===== src/rtl/branch_history_predictor.sv =====
// ---------------------------------------------------------------------------
// branch_history_predictor
//
// Dynamic conditional-branch predictor built from a table of 2-bit saturating
// counters. The fetcher queries it with the PC of a decoded branch and gets a
// combinational taken/not-taken guess. The reorder buffer trains it at commit
// with resolved outcomes. The block also keeps committed-branch statistics.
//
// Configuration macro:
//   BHP_GSHARE_EN  - when defined, the table index is the PC index XORed with
//                    the global history register (gshare). When undefined,
//                    the table is plain PC-indexed (bimodal). The history
//                    register is kept in both builds.
//
// Parameters:
//   ADDR_WIDTH       instruction address width (32)
//   BHT_INDEX_WIDTH  log2 of the number of counter entries (8 -> 256)
//   GHR_WIDTH        global history width, must be <= BHT_INDEX_WIDTH
//
// Ports:
//   clk_in                        in   clock, rising edge
//   rst_in                        in   asynchronous active-high reset
//   rdy_in                        in   global enable; low freezes all state
//   query_pos_from_fetcher        in   PC of the branch being fetched
//   if_jump_predicted_to_fetcher  out  combinational prediction (1 = taken)
//   enable_from_rob               in   one-cycle pulse per committed branch
//   jump_result_from_rob          in   resolved direction (1 = taken)
//   inst_pos_from_rob             in   PC of the committed branch
//   update_count                  out  committed branches seen (wraps)
//   taken_count                   out  committed branches taken (wraps)
// ---------------------------------------------------------------------------
module branch_history_predictor #(
  parameter int ADDR_WIDTH      = 32,
  parameter int BHT_INDEX_WIDTH = 8,
  parameter int GHR_WIDTH       = 8
) (
  input  logic                  clk_in,
  input  logic                  rst_in,
  input  logic                  rdy_in,
  input  logic [ADDR_WIDTH-1:0] query_pos_from_fetcher,
  output logic                  if_jump_predicted_to_fetcher,
  input  logic                  enable_from_rob,
  input  logic                  jump_result_from_rob,
  input  logic [ADDR_WIDTH-1:0] inst_pos_from_rob,
  output logic [31:0]           update_count,
  output logic [31:0]           taken_count
);

  localparam int BHT_ENTRIES = 1 << BHT_INDEX_WIDTH;

  // Weakly not-taken: the state every counter starts from after reset.
  localparam logic [1:0] CNT_WEAK_NT = 2'b01;

  // -------------------------------------------------------------------------
  // Helpers
  // -------------------------------------------------------------------------

  // Next value of a 2-bit saturating counter; it clamps at both ends and
  // never wraps.
  function automatic logic [1:0] sat_update(input logic [1:0] cnt,
                                            input logic       taken);
    logic [1:0] res;
    if (taken) begin
      if (cnt == 2'b11) begin
        res = 2'b11;
      end else begin
        res = cnt + 2'b01;
      end
    end else begin
      if (cnt == 2'b00) begin
        res = 2'b00;
      end else begin
        res = cnt - 2'b01;
      end
    end
    return res;
  endfunction

  // -------------------------------------------------------------------------
  // State
  // -------------------------------------------------------------------------
  logic [1:0]                 bht_r [BHT_ENTRIES];
  logic [GHR_WIDTH-1:0]       ghr_r;
  logic [31:0]                update_count_r;
  logic [31:0]                taken_count_r;

  // -------------------------------------------------------------------------
  // Combinational signals
  // -------------------------------------------------------------------------
  logic [BHT_INDEX_WIDTH-1:0] query_pc_idx_s;
  logic [BHT_INDEX_WIDTH-1:0] upd_pc_idx_s;
  logic [BHT_INDEX_WIDTH-1:0] query_idx_s;
  logic [BHT_INDEX_WIDTH-1:0] upd_idx_s;
  logic [1:0]                 bht_next_s;
  logic [GHR_WIDTH-1:0]       ghr_next_s;
  logic                       upd_fire_s;

  // Word-aligned instructions: the low two PC bits and everything above the
  // index field play no part in indexing.
  logic                       unused_pc_bits_s;
  assign unused_pc_bits_s = ^{query_pos_from_fetcher[ADDR_WIDTH-1:BHT_INDEX_WIDTH+2],
                              query_pos_from_fetcher[1:0],
                              inst_pos_from_rob[ADDR_WIDTH-1:BHT_INDEX_WIDTH+2],
                              inst_pos_from_rob[1:0]};

  assign query_pc_idx_s = query_pos_from_fetcher[BHT_INDEX_WIDTH+1:2];
  assign upd_pc_idx_s   = inst_pos_from_rob[BHT_INDEX_WIDTH+1:2];
  assign upd_fire_s     = rdy_in & enable_from_rob;

`ifdef BHP_GSHARE_EN
  logic [BHT_INDEX_WIDTH-1:0] ghr_ext_s;

  // Fold the history into both indices. The update side sees the history as
  // it was before this edge's shift, because ghr_r is still the old value.
  always_comb begin
    ghr_ext_s                  = {BHT_INDEX_WIDTH{1'b0}};
    ghr_ext_s[GHR_WIDTH-1:0]   = ghr_r;
    query_idx_s                = query_pc_idx_s ^ ghr_ext_s;
    upd_idx_s                  = upd_pc_idx_s ^ ghr_ext_s;
  end
`else
  // Plain bimodal indexing; history is tracked but not consulted.
  always_comb begin
    query_idx_s = query_pc_idx_s;
    upd_idx_s   = upd_pc_idx_s;
  end
`endif

  // Next counter value for the entry being trained and next history value.
  always_comb begin
    bht_next_s    = sat_update(bht_r[upd_idx_s], jump_result_from_rob);
    ghr_next_s    = ghr_r << 1'b1;
    ghr_next_s[0] = jump_result_from_rob;
  end

  // Prediction reads the registered table directly, so a same-cycle update
  // to the queried entry is not visible until after the edge (no bypass).
  assign if_jump_predicted_to_fetcher = bht_r[query_idx_s][1];

  // Counter table: all entries return to weakly not-taken on reset; one entry
  // is trained per accepted commit.
  always_ff @(posedge clk_in or posedge rst_in) begin
    if (rst_in) begin
      for (int i = 0; i < BHT_ENTRIES; i++) begin
        bht_r[i] <= CNT_WEAK_NT;
      end
    end else if (upd_fire_s) begin
      bht_r[upd_idx_s] <= bht_next_s;
    end
  end

  // Global history of committed outcomes, newest outcome in bit 0.
  always_ff @(posedge clk_in or posedge rst_in) begin
    if (rst_in) begin
      ghr_r <= {GHR_WIDTH{1'b0}};
    end else if (upd_fire_s) begin
      ghr_r <= ghr_next_s;
    end
  end

  // Commit statistics; both wrap naturally modulo 2^32.
  always_ff @(posedge clk_in or posedge rst_in) begin
    if (rst_in) begin
      update_count_r <= 32'd0;
      taken_count_r  <= 32'd0;
    end else if (upd_fire_s) begin
      update_count_r <= update_count_r + 32'd1;
      taken_count_r  <= taken_count_r + {31'd0, jump_result_from_rob};
    end
  end

  assign update_count = update_count_r;
  assign taken_count  = taken_count_r;

endmodule

===== config.mk =====
export PLATFORM = sky130hd
export DESIGN_NAME = branch_history_predictor
export DESIGN_NICKNAME = d
export VERILOG_FILES = /design/src/rtl/branch_history_predictor.sv
export SDC_FILE = /design/constraint.sdc
export NUM_CORES = 2
export LEC_CHECK = 0
export BUFFER_PORTS_ARGS = -buffer_cell sky130_fd_sc_hd__buf_4
export CORE_MARGIN = 2
export CORE_UTILIZATION = 56
export DETAILED_ROUTE_END_ITERATION = 12
export PLACE_DENSITY_LB_ADDON = 0.25
export SETUP_SLACK_MARGIN = 0.05
export SYNTH_ARGS = -nofsm -noshare
export SYNTH_HDL_FRONTEND = slang
export SYNTH_SLANG_ARGS = --single-unit
export TNS_END_PERCENT = 1

===== constraint.sdc =====
create_clock -name clk_in -period 18.3 [get_ports clk_in]
set_input_delay 2.745 -clock clk_in [delete_from_list [all_inputs] [get_ports clk_in]]
set_output_delay 2.745 -clock clk_in [all_outputs]
set_load 0.01 [all_outputs]

# == Yosys cells after proc, flatten, opt, wreduce, memory -nomap -nowiden ==
# Index checks and enable logic that the tools add are counted.
# totals
reg_bits,576
in_bits,69
output_inout_bits,65
elab_cells,283
# classes
n_addsub,4
magnitude_cmp,3
n_eq_ne,1
mux,12
bitwise,3
n_reduce_logical,2
# op_table
cell,count
$bwmux W512,1
$add A32 B1 Y32,1
$add A32 B1 Y32 const B,1
$bmux W2 S8,2
$ge A9 B9 Y1 const B,2
$not A8 Y9,2
$demux W2 S8,1
$mux W2,8
$lt A9 B1 Y1 const B,1
$add A2 B1 Y2 const B,1
$eq A2 B2 Y1 const B,1
$logic_not A2 Y1,1
$sub A2 B1 Y2 const B,1
$and A1 B1 Y1,1
$logic_and A1 B1 Y1,1

# == Depth between registers and ports, before layout ==
# depth
word_depth,8
mapped_depth,15
mapped_depth_nobuf,9

# == Worst setup path before layout ==
# OpenSTA, ideal clock, no wires.
# synth_path
path_type,input to output
start,in query_pos_from_fetcher[2]
end,out if_jump_predicted_to_fetcher
arrival_time_ps,5638
required_time_ps,15555
slack_ps,9917
cell_stages,6
path_buffers,2
path_cell_list,clkbuf_1 -> buf_1 -> mux4_2 -> mux4_2 -> mux4_2 -> mux4_2
# synth_via
elab_chain_len,4
# synth_rtl
item,line_no,rtl
start: declaration,40,"input logic [ADDR_WIDTH-1:0] query_pos_from_fetcher,"
$not A8 Y9 (implied by the code),138,assign if_jump_predicted_to_fetcher = bht_r[query_idx_s][1];
$bmux W2 S8,138,
$mux W2 (implied by the code) (2 in a row),138,
end: declaration,41,"output logic if_jump_predicted_to_fetcher,"
# No other way between the ends. The select of a mux whose other input is x is not followed.

# == Worst setup path after layout ==
# Ends and elaborated chain as after synthesis.

==> impl_metrics.py <==
metrics = {
    "synth": {
        "yosysTopAreaCellShare_pct": 28.5,
        "synthTopCellsByArea": "dfrtp_1, dfstp_2, mux4_2",
        "synth_edf_count": 0,
        "syn_area_sq_um": 28100,
        "ys_warn_count": 0,
        "synth_top_family_by_area": "multiplexers",
        "synthAdderAreaFrac_pct": 0.214,
        "synth-simple-area-share_pct": 13.8,
        "ys_seq_area_share_pct": 52.4,
        "synth_cells": 2609,
        "synth_xor_area_share_pct": 1.90,
        "ys_ff_latch": 576,
        "synth_cell_types": 54,
        "synth_compound_area_share_pct": 11.5,
        "synth-main-ff-cell": "dfrtp_1",
        "synth_nets": 2681,
        "async_flop_share_pct": 100,
        "synth_top_area_cell": "dfrtp_1",
        "synth.avg_cell_area_sq_um": 10.8,
        "synthMuxAreaShare_pct": 17.3,
    },
    "sta": {
        "fin_crit_sh_pct": 50.6,
        "finalSetupTns_ps": 0,
        "worst_clock_skew_ps": 15.1,
        "finalHoldViolations": 0,
        "slew_headroom_pct": 13.8,
        "whs_ps": 460,
        "clock.fmax_mhz": 108,
        "setup_violations": 0,
        "fin_crit_ps": 9260,
        "worstMarginPinSlew_ps": 1290,
        "rsz0062_at_grt": "false",
        "maxSlewViolCount": 0,
    },
    "placed_design": {
        "gp_congestion": 0.852,
        "port-buffer-count": 85,
        "place_inst": 3249,
        "placed_area_sq_um": 29200,
        "dp_hpwl_um": 47800,
    },
    "drt": {
        "via_per_inst": 6.27,
        "drt-initial-drc-count": 1865,
        "postRouteAntennaNets": 0,
        "wl_um": 76600,
        "wl_per_cell_um": 22.8,
        "route.detailed.drc": 0,
        "drtPass1Iterations": 5,
        "vias": 21100,
    },
    "worst_setup_path": {
        "cp-end-kind": "output port",
        "start_kind": "input pin",
        "cp_max_fo": 40,
        "crit_arrival_ps": 6520,
        "required_ps": 15550,
        "path_class": "input pin to output port",
    },
    "clocking": {
        "cts_tree": "built",
        "htree_levels": 2,
        "clk_pin_slew_ps": 60,
        "clk_latency_ps": 630,
        "cts_resized": 0,
        "root_buffer": "clkbuf_16",
        "cts_hold_buffers": 0,
        "cts_setup_buffers": 0,
        "cts_inserted_buffers": 59,
        "clockBufferDepth": 3,
        "clkSinkCount": 576,
    },
    "global_route": {
        "grt_pass1_vias": 21200,
        "antenna_found_initial": 1,
        "grt_pass1_wl_um": 121000,
        "grt_max_degree": 177,
        "grt_overflow_total": 0,
        "grt_usage_pct": 29.9,
    },
    "cells_and_area": {
        "layout_common_cells": "nand2_1, dfrtp_1, o21ai_0",
        "drive_gt1_share_pct": 26.6,
        "final_common_cell": "nand2_1",
        "area_growth_pct": 11.4,
        "fin_nets": 2710,
        "final_area_sq_um": 31300,
        "fin_cells": 3361,
        "layout.filler_cells": 3915,
    },
    "power_and_ir_drop": {
        "power_w": 0.00280,
        "ir_drop_mv": 0.0772,
        "p_leak_nw": 12.0,
        "power.density_nw_per_um2": 89.5,
    },
    "die": {
        "die_y_um": 228,
        "die-area_sq_um": 52000,
        "start_util_pct": 56.4,
        "core_sq_um": 49900,
        "fp.dieW_um": 228,
        "rows": 82,
        "ios": 134,
    },
    "hold_path": {
        "holdCritPathClass": "register to register",
    },
    "outcome": {
        "status": "completed",
    },
    "flow_run": {
        "maxCapViolCount": 0,
    },
}
final cells by class:
class	count	area [sq um]	share of cell area, %
well taps	672	841	2.69
flip-flops and latches	576	14700	47.1
inverters	10	41.3	0.132
diodes	1	2.50	0.00799
repair buffers	131	1010	3.21
multi-input cells	1860	12600	40.3
clock buffers	90	1820	5.80
clock inverters	21	268	0.855
worst max-delay path, stage by stage:
cell	delay, ps
buf_4	450
buf_4	840
mux4_2	630
mux4_2	560
mux4_2	490
mux4_2	560
buf_4	180
power by group:
part           switching (W)  internal (W)
sequential         0.0000217       0.00131
clock               0.000516      0.000766
combinational       0.000126     0.0000615
state kept, by name, indices dropped and copies added, names as in the netlist:
name / count
bht_r: 512
taken_count: 32
update_count: 32
cell usage after synthesis, drive strengths merged, types with 17 or more instances:
cell,count
nand3,41
buf,80
nand4,17
mux2i,18
clkbuf,83
a22oi,50
nand2,805
nor2,47
dfstp,256
o21ai,511
mux4,207
dfrtp,320
a21oi,19
xnor2,49
cells by family after synthesis:
family,count (synthesis)
flip-flops,576
XOR/XNOR,61
AND/OR/NAND/NOR,965
buffers and inverters,173
AO/OA/AOI/OAI,603
adder cells (fa/ha/maj),5
multiplexers,226
stage by stage:
stage          utilization [%]  worst slack [ps]
2_1_floorplan                -              7920
3_3_place_gp              58.6              9000
3_5_place_dp              58.6              9040
4_1_cts                   62.8              9030
5_1_grt                   62.8              8900
6_report                  62.8              9040
final timing paths:
kind / cells after the start / start / endpoint / slack [ps]
max: 7 / query_pos_from_fetcher[2] / if_jump_predicted_to_fetcher / 9040
min: 2 / bht_r[98] / bht_r[98] / 460
max in group asynchronous: 4 / rst_in / bht_r[263] / 13730
min reg2reg: 2 / bht_r[98] / bht_r[98] / 460
max reg2reg: 10 / bht_r[65] / bht_r[340] / 12790
min in group asynchronous: 2 / rst_in / update_count[26] / 2250
routing by layer:
metal | vias to the layer above | routed length (um) | global-route usage (%)
met2 | 910 | 35900 | 46.6
met4 | 2 | 3090 | 11.5
li1 | 9352 | - | -
met3 | 204 | 7260 | 7.45
met5 | - | 13 | 0
met1 | 10600 | 30300 | 40.9
No activity file was read; power rests on OpenSTA's default activity.
